<file path="src/rtl/alu_pipe2.sv">
// alu_pipe2: two-stage pipelined ALU with valid/ready on both sides.
// Stage 1 resolves the low LO_WIDTH bits of add/sub and registers the carry;
// stage 2 resolves the high bits and holds the result for the consumer.
// Optional flags output enabled by defining ALU_PIPE_FLAGS_EN.
module alu_pipe2 #(
  parameter int unsigned WIDTH     = 32,
  parameter int unsigned LO_WIDTH  = WIDTH / 2,
  parameter int unsigned TAG_WIDTH = 5
) (
  input  logic                 clk,
  input  logic                 rst,
  input  logic                 in_valid,
  output logic                 in_ready,
  input  logic [3:0]           in_mode,
  input  logic [WIDTH-1:0]     in_a,
  input  logic [WIDTH-1:0]     in_b,
  input  logic [TAG_WIDTH-1:0] in_tag,
  output logic                 out_valid,
  input  logic                 out_ready,
  output logic [WIDTH-1:0]     out_result,
  output logic [TAG_WIDTH-1:0] out_tag
`ifdef ALU_PIPE_FLAGS_EN
  ,
  output logic [3:0]           out_flags
`endif
);

  localparam int unsigned HI_WIDTH = WIDTH - LO_WIDTH;

  localparam logic [3:0] MODE_AND   = 4'd0;
  localparam logic [3:0] MODE_OR    = 4'd1;
  localparam logic [3:0] MODE_ADD   = 4'd2;
  localparam logic [3:0] MODE_SLTU  = 4'd5;
  localparam logic [3:0] MODE_SUB   = 4'd6;
  localparam logic [3:0] MODE_SLT   = 4'd7;
  localparam logic [3:0] MODE_XOR   = 4'd8;
  localparam logic [3:0] MODE_CSRRS = 4'd10;
  localparam logic [3:0] MODE_CSRRC = 4'd11;

  // Stage 1 state
  logic                 s1_valid_q;
  logic [3:0]           mode_q,  mode_d;
  logic [TAG_WIDTH-1:0] tag_q,   tag_d;
  logic [HI_WIDTH-1:0]  a_hi_q,  a_hi_d;
  logic [HI_WIDTH-1:0]  b_hi_q,  b_hi_d;
  logic [LO_WIDTH-1:0]  lo_q,    lo_d;
  logic                 c_q,     c_d;

  // Stage 2 state
  logic                 out_valid_q;
  logic [WIDTH-1:0]     out_result_q, result_d;
  logic [TAG_WIDTH-1:0] out_tag_q;

  logic                 s1_load_c;
  logic                 s2_load_c;
  logic                 sub_op_c;
  logic [WIDTH-1:0]     b_eff_c;
  logic [LO_WIDTH:0]    lo_sum_c;
  logic [HI_WIDTH:0]    hi_sum_c;
  logic [HI_WIDTH-1:0]  hi_res_c;
  logic                 ovf_c;
  logic                 lt_c;

  // Pipeline advance: stage 2 frees when empty or drained, stage 1 follows it
  always_comb begin
    s2_load_c = !out_valid_q || out_ready;
    s1_load_c = !s1_valid_q || s2_load_c;
    in_ready  = s1_load_c;
  end

  // Stage 1: invert B for subtract-type ops, resolve the low slice and its carry
  always_comb begin
    sub_op_c = (in_mode == MODE_SUB) || (in_mode == MODE_SLT) || (in_mode == MODE_SLTU);
    b_eff_c  = sub_op_c ? ~in_b : in_b;
    lo_sum_c = (LO_WIDTH+1)'(in_a[LO_WIDTH-1:0]) + (LO_WIDTH+1)'(b_eff_c[LO_WIDTH-1:0])
             + (LO_WIDTH+1)'(sub_op_c);
    lo_d     = '0;
    case (in_mode)
      MODE_AND:                                lo_d = in_a[LO_WIDTH-1:0] & in_b[LO_WIDTH-1:0];
      MODE_OR, MODE_CSRRS:                     lo_d = in_a[LO_WIDTH-1:0] | in_b[LO_WIDTH-1:0];
      MODE_XOR:                                lo_d = in_a[LO_WIDTH-1:0] ^ in_b[LO_WIDTH-1:0];
      MODE_CSRRC:                              lo_d = ~in_a[LO_WIDTH-1:0] & in_b[LO_WIDTH-1:0];
      MODE_ADD, MODE_SUB, MODE_SLT, MODE_SLTU: lo_d = lo_sum_c[LO_WIDTH-1:0];
      default:                                 lo_d = '0;
    endcase
    c_d    = lo_sum_c[LO_WIDTH];
    mode_d = in_mode;
    tag_d  = in_tag;
    a_hi_d = in_a[WIDTH-1:LO_WIDTH];
    b_hi_d = b_eff_c[WIDTH-1:LO_WIDTH];
  end

  // Stage 1 data registers; only the valid bit needs reset
  always_ff @(posedge clk) begin
    if (s1_load_c && in_valid) begin
      mode_q <= mode_d;
      tag_q  <= tag_d;
      a_hi_q <= a_hi_d;
      b_hi_q <= b_hi_d;
      lo_q   <= lo_d;
      c_q    <= c_d;
    end
  end

  // Stage 2: finish the high slice with the registered carry and select the result
  always_comb begin
    hi_sum_c = (HI_WIDTH+1)'(a_hi_q) + (HI_WIDTH+1)'(b_hi_q) + (HI_WIDTH+1)'(c_q);
    ovf_c    = (a_hi_q[HI_WIDTH-1] == b_hi_q[HI_WIDTH-1]) &&
               (hi_sum_c[HI_WIDTH-1] != a_hi_q[HI_WIDTH-1]);
    lt_c     = (mode_q == MODE_SLT) ? (hi_sum_c[HI_WIDTH-1] ^ ovf_c) : !hi_sum_c[HI_WIDTH];
    hi_res_c = '0;
    case (mode_q)
      MODE_AND:            hi_res_c = a_hi_q & b_hi_q;
      MODE_OR, MODE_CSRRS: hi_res_c = a_hi_q | b_hi_q;
      MODE_XOR:            hi_res_c = a_hi_q ^ b_hi_q;
      MODE_CSRRC:          hi_res_c = ~a_hi_q & b_hi_q;
      MODE_ADD, MODE_SUB:  hi_res_c = hi_sum_c[HI_WIDTH-1:0];
      default:             hi_res_c = '0;
    endcase
    if ((mode_q == MODE_SLT) || (mode_q == MODE_SLTU)) begin
      result_d = WIDTH'(lt_c);
    end else begin
      result_d = {hi_res_c, lo_q};
    end
  end

`ifdef ALU_PIPE_FLAGS_EN
  logic [3:0] out_flags_q;
  logic [3:0] flags_d;

  // Flags {N, Z, C, V} computed from the stage-2 result and adder
  always_comb begin
    flags_d    = 4'b0000;
    flags_d[3] = result_d[WIDTH-1];
    flags_d[2] = (result_d == '0);
    if ((mode_q == MODE_ADD) || (mode_q == MODE_SUB) ||
        (mode_q == MODE_SLT) || (mode_q == MODE_SLTU)) begin
      flags_d[1] = hi_sum_c[HI_WIDTH];
    end
    if ((mode_q == MODE_ADD) || (mode_q == MODE_SUB)) begin
      flags_d[0] = ovf_c;
    end
  end

  // Flags register loads together with the result
  always_ff @(posedge clk) begin
    if (rst) begin
      out_flags_q <= 4'b0000;
    end else if (s2_load_c && s1_valid_q) begin
      out_flags_q <= flags_d;
    end
  end

  assign out_flags = out_flags_q;
`else
  // Flags output not built in this configuration
`endif

  // Valid bits and output registers; a handshake during reset is ignored
  always_ff @(posedge clk) begin
    if (rst) begin
      s1_valid_q   <= 1'b0;
      out_valid_q  <= 1'b0;
      out_result_q <= '0;
      out_tag_q    <= '0;
    end else begin
      if (s1_load_c) begin
        s1_valid_q <= in_valid;
      end
      if (s2_load_c) begin
        out_valid_q <= s1_valid_q;
        if (s1_valid_q) begin
          out_result_q <= result_d;
          out_tag_q    <= tag_q;
        end
      end
    end
  end

  assign out_valid  = out_valid_q;
  assign out_result = out_result_q;
  assign out_tag    = out_tag_q;

endmodule

</file>
<file path="config.mk">
export PLATFORM = sky130hd
export DESIGN_NAME = alu_pipe2
export DESIGN_NICKNAME = d
export VERILOG_FILES = /design/src/rtl/alu_pipe2.sv
export SDC_FILE = /design/constraint.sdc
export NUM_CORES = 1
export LEC_CHECK = 0
export CORE_MARGIN = 3
export CORE_UTILIZATION = 54
export DETAILED_ROUTE_END_ITERATION = 7
export PLACE_DENSITY = 0.83
export SLEW_MARGIN = 20
export SYNTH_ARGS = -nofsm -noshare
export SYNTH_HDL_FRONTEND = slang
export SYNTH_SLANG_ARGS = --single-unit
</file>
<file path="constraint.sdc">
create_clock -name clk -period 4.04 [get_ports clk]
set_input_delay 0.808 -clock clk [delete_from_list [all_inputs] [get_ports clk]]
set_output_delay 0.808 -clock clk [all_outputs]
set_load 0.02 [all_outputs]
</file>
## Word level (Yosys, flattened, before mapping)

Index checks and enable logic that the tools add are counted.

| cells by class | value |
|---|---|
| multipliers | 0 |
| reduce and logical (&&, ||, !) cells | 17 |
| multiplexer cells | 5 |
| div/mod/pow operators | 0 |
| shift-type cells | 0 |
| $add $sub $neg | 4 |
| bitwise gates (word level) | 12 |
| $lt $le $gt $ge | 0 |
| equal/unequal tests | 18 |

Operators by type and width:

| kind | number |
|---|---|
| $pmux W16 S5 | 2 |
| $and A16 B16 Y16 | 4 |
| $mux W32 | 2 |
| $add A16 B16 Y17 | 2 |
| $add A17 B1 Y17 | 2 |
| $not A16 Y16 | 2 |
| $not A32 Y32 | 1 |
| $or A16 B16 Y16 | 2 |
| $xor A16 B16 Y16 | 2 |
| $eq A4 B3 Y1 const B | 6 |
| $eq A4 B4 Y1 const B | 6 |
| $eq A4 B1 Y1 const B | 2 |
| $eq A4 B2 Y1 const B | 2 |
| $logic_not A4 Y1 | 2 |
| $reduce_or A2 Y1 | 3 |
| $logic_or A1 B1 Y1 | 5 |
| $reduce_or A4 Y1 | 1 |
| $logic_not A1 Y1 | 3 |
| $logic_and A1 B1 Y1 | 2 |
| $reduce_and A2 Y1 | 1 |
| $eq A1 B1 Y1 | 1 |
| $mux W1 | 1 |
| $ne A1 B1 Y1 | 1 |
| $xor A1 B1 Y1 | 1 |

| word-level totals | value |
|---|---|
| bits in latches | 0 |
| output and inout bits | 39 |
| bits of input ports | 77 |
| logic and storage cells | 66 |
| flip-flop bits (word level) | 97 |
| memories kept | 0 |
| bits in read-only memories | 0 |
| memory bits (writable) | 0 |

## Depth between registers and ports, before layout

| depth | value |
|---|---|
| depth in word-level cells | 7 |
| mapped depth | 12 |
| depth with buffers taken out | 10 |

## Least setup slack after synthesis

OpenSTA, ideal clock, no wires.

| timing | value |
|---|---|
| path kind | input to register |
| start | in in_mode[1] |
| end | reg lo_q[14], data pin |
| required time | 3773 ps |
| stages on the path | 12 |
| arrival time | 3304 ps |
| slack | 470 ps |
| path buffers | 2 |
| library setup time | 267 ps |
| cell sequence | buf_2 -> nor2_2 -> nor3_1 -> buf_2 -> xnor2_1 -> fa_1 -> a21o_1 -> a221oi_2 -> o21ai_1 -> a41oi_1 -> mux2i_1 -> o21ai_0 |

| on the way | value |
|---|---|
| word-level cells in the longest chain between the ends | 7 |
| elaborated cells on any way between the ends | 17 |
| classes of those cells | 2 x add/sub; 8 x eq/ne; 2 x mux; 5 x reduce/logical |

Ends and longest elaborated chain:

| element | RTL line | text |
|---|---|---|
| from (decl) | 14 | `input logic [3:0] in_mode,` |
| $eq A4 B3 Y1 | 73, 78 |  |
| $logic_or A1 B1 Y1 (2 in series) | 73 | `sub_op_c = (in_mode == MODE_SUB) \|\| (in_mode == MODE_SLT) \|\| (in_mode == MODE_SLTU);` |
| $mux W32 | 74 | `b_eff_c = sub_op_c ? ~in_b : in_b;` |
| $add A16 B16 Y17 | 75 | `lo_sum_c = (LO_WIDTH+1)'(in_a[LO_WIDTH-1:0]) + (LO_WIDTH+1)'(b_eff_c[LO_WIDTH-1:0])` |
| $add A17 B1 Y17 | 76 | `+ (LO_WIDTH+1)'(sub_op_c);` |
| $pmux W16 S5 * | 78 | `case (in_mode)` |
| named net lo_d[14] | 46 | `logic [LO_WIDTH-1:0] lo_q, lo_d;` |
| to (signal assigned) | 100 | `lo_q <= lo_d;` |
| to (decl) | 46 |  |

The timed path passes the listed nets; every way through them passes the cells marked *.
A chain may end at the register's enable or synchronous reset.

## Final worst setup path

| timing | value |
|---|---|
| start | in in_mode[2] |
| end | reg lo_q[14], data pin |

Same word-level chain as after synthesis.

==> results.sh <==
export IMPL_vdd_drop_max_uv=209
export IMPL_cts_tree="done"
export IMPL_min_from="out_tag[2]"
export IMPL_netlist_cell_type_count=70
export IMPL_finalHoldViolCount=0
export IMPL_cp_slowest_cell="clkdlybuf4s50_1"
export IMPL_switching_share_pct=31.3
export IMPL_numCtsBuffers=9
export IMPL_grt_antenna_before_repair=0
export IMPL_synthCells=766
export IMPL_pwr_share_seq_pct=42.3
export IMPL_ff2ff_setup_slack_ns=1.37
export IMPL_ys_seq_elements=97
export IMPL_finalNonFillerCells=1055
export IMPL_viasPerCell=5.80
export IMPL_timing_rr_start="mode_q[1]"
export IMPL_setup_viol=0
export IMPL_die_x_um=119
export IMPL_path_max_fanout=9
export IMPL_place_hpwl_mm=14.0
export IMPL_cts_reportedPaths_clkPinSlew_ns=0.07
export IMPL_synth_nets=910
export IMPL_dieArea_um2=14100
export IMPL_nFillCells=999
export IMPL_fin_crit_ns=3.78
export IMPL_async_reset_ff_share_pct=0
export IMPL_cts_resized=0
export IMPL_netlist_area_um2=6870
export IMPL_start_kind="input port"
export IMPL_power_frac_clock_pct=29.9
export IMPL_fin_util_pct=70.2
export IMPL_grt_setup_unrepaired="no"
export IMPL_crit_end="lo_q[14]"
export IMPL_dp_cells=1039
export IMPL_max_stage_delay_ns=0.49
export IMPL_synthFlopType="edfxtp_1"
export IMPL_fp_coreArea_um2=12200
export IMPL_chipHeight_um=119
export IMPL_mostFrequentLayoutCells="clkdlybuf4s50_1 (115), inv_1 (75), nand2_1 (68)"
export IMPL_io_buffers=115
export IMPL_diodes=0
export IMPL_antenna_left=0
export IMPL_min_path_type="reg2reg"
export IMPL_required_ns=4.12
export IMPL_grt_usage_pct=26.5
export IMPL_fmax_mhz=265
export IMPL_area_growth_pct=24.8
export IMPL_leakagePower_uw=0.00349
export IMPL_drc=0
export IMPL_maxCapViolCount=0
export IMPL_grt_max_degree=40
export IMPL_cts_sinks=97
export IMPL_worstPathArrival_ns=3.86
export IMPL_outcome="finished clean"
export IMPL_whs_ns=0.454
export IMPL_routed_wl_mm=18.7
export IMPL_nNetsFinal=1026
export IMPL_initial_core_util_pct=56.3
export IMPL_vias=6122
export IMPL_crit_path_end_kind="register"
export IMPL_synth_edff_count=58
export IMPL_layout_commonest_cell="clkdlybuf4s50_1"
export IMPL_worstPathCellList="clkdlybuf4s50_1 -> inv_2 -> nor3_2 -> buf_4 -> xnor2_1 -> ha_1 -> and3_1 -> a221oi_2 -> o21ai_1 -> a41oi_1 -> mux2i_1 -> o21ai_0"
export IMPL_clock_path_buffers=2
export IMPL_wl_per_cell_um=17.7
export IMPL_worstMarginPinSlew_ns=0.984
export IMPL_dr_pass1_iters=5
export IMPL_drt_iter0_drc=404
export IMPL_r2r_cells=6
export IMPL_drive_above_1_share_pct=7.44
export IMPL_cts_root_buf="clkbuf_16"
export IMPL_ctsHtreeMaxLevel=3
export IMPL_drv_slew=0
export IMPL_switchingPower_uw=874
export IMPL_num_rows=40
export IMPL_p_per_area_nw_per_um2=325
export IMPL_combPwrFrac_pct=27.8
export IMPL_postCtsSetupBuffers=0
export IMPL_slew_headroom_pct=34.2
export IMPL_gr_total_overflow=0
export IMPL_clkLatencyLatePin_ns=0.36
export IMPL_gp_congestion=0.960
export IMPL_fin_crit_sh_pct=93.5
export IMPL_yosysWarnings=0
export IMPL_avgSynthCellArea_um2=8.97
export IMPL_grt_pass1_vias=5953
export IMPL_p_int_uw=1910
export IMPL_skew_ns=0.0107
export IMPL_ios=116
export IMPL_setup_tns_ns=0
export IMPL_grt_first_pass_wirelength_mm=30.1
export IMPL_ctsHoldBuffers=0
export IMPL_worstSetupPathType="in2reg"
export IMPL_regToRegEndpoint="out_result[27]"
export IMPL_synth_seq_area_share_pct=36.7
export IMPL_crit_start="in_mode[2]"
[final cells by class]
| type | count | area, µm² | share of cell area, % |
|---|---|---|---|
| Clock buffer | 9 | 225 | 2.63 |
| Clock inverter | 7 | 60.1 | 0.701 |
| Inverter | 76 | 285 | 3.33 |
| Multi-Input combinational cell | 555 | 3910 | 45.6 |
| Sequential cell | 97 | 2520 | 29.4 |
| Tap cell | 168 | 210 | 2.45 |
| Timing Repair Buffer | 143 | 1360 | 15.9 |
[power groups by stage]
stage | Sequential [µW] | Combinational, µW | Clock, µW
floorplan | 1200 | 479 | 0
global placement | 1200 | 746 | 0
detailed placement | 1200 | 764 | 0
CTS | 1180 | 771 | 851
global route | 1190 | 852 | 887
finish | 1180 | 775 | 835
[flip-flops by register name (all words and copies together), names as in the netlist]
name	flops
b_hi_q	16
out_result	32
tag_q	5
c_q	1
s1_valid_q	1
out_valid	1
lo_q	16
mode_q	4
a_hi_q	16
out_tag	5
[synth_stat cells (5+ instances only)]
cell      instances  share of area [%]
a211oi_1          5               0.55
a21o_1           10                1.1
a21oi_1          51                3.7
a22oi_1          23                2.5
a31oi_1          20                1.8
buf_2            16                1.2
clkbuf_1         22                1.2
dfxtp_1          39                 11
edfxtp_1         58                 25
ha_1             64                 12
inv_1            75                4.1
mux2i_1           7                1.0
nand2_1          68                3.7
nand2b_1          5               0.46
nand3_1          10               0.73
nor2_1           57                3.1
nor2b_1           8               0.73
nor3_1           10               0.73
nor3b_1           5               0.55
o21ai_0          53                3.9
o221ai_1          9                1.1
o22ai_1           6               0.55
xnor2_1          39                5.0
xor2_1           23                2.9
[worst max-delay path, delay by kind of cell]
family	cells	cell delay, ns
AO/OA/AOI/OAI	4	0.98
XOR/XNOR	1	0.15
adder cells (fa/ha/maj)	1	0.28
buffers and inverters	3	0.83
multiplexers	1	0.22
AND/OR/NAND/NOR	2	0.59
[stage by stage]
stage          power (µW)  area, µm²  setup slack (ns)
6_report             2790       8570             0.263
5_1_grt              2930       8570            0.0110
4_1_cts              2800       8570             0.286
3_5_place_dp         1960       8280           -0.0982
3_3_place_gp         1940       8280         0.0000910
2_1_floorplan        1680       6870             0.470
[logic make-up after synthesis]
kind of cell	synth area share, %
flops	36.7
compound gates	21.5
mux	1.35
simple gates	13.5
buf+inv	6.52
xor+xnor	7.91
fa+ha+maj	12.5
[layer usage]
layer	track usage (%)	wire (µm)	vias to the layer above
li1	-	-	2976
met1	31.9	7580	2889
met2	47.9	9550	229
met3	4.74	1190	28
met4	8.40	339	0
met5	0	0	-
[how the worst min path moves through the flow]
stage	cells past startpoint	slack [ns]	endpoint
finish	2	0.45	out_tag[2]
global route	2	0.47	out_tag[0]
CTS	2	0.46	out_tag[0]
detailed placement	2	0.45	out_tag[0]
global placement	2	0.44	out_tag[0]
floorplan	2	0.46	out_result[10]
Note: power is estimated with default switching activity, not from simulation.
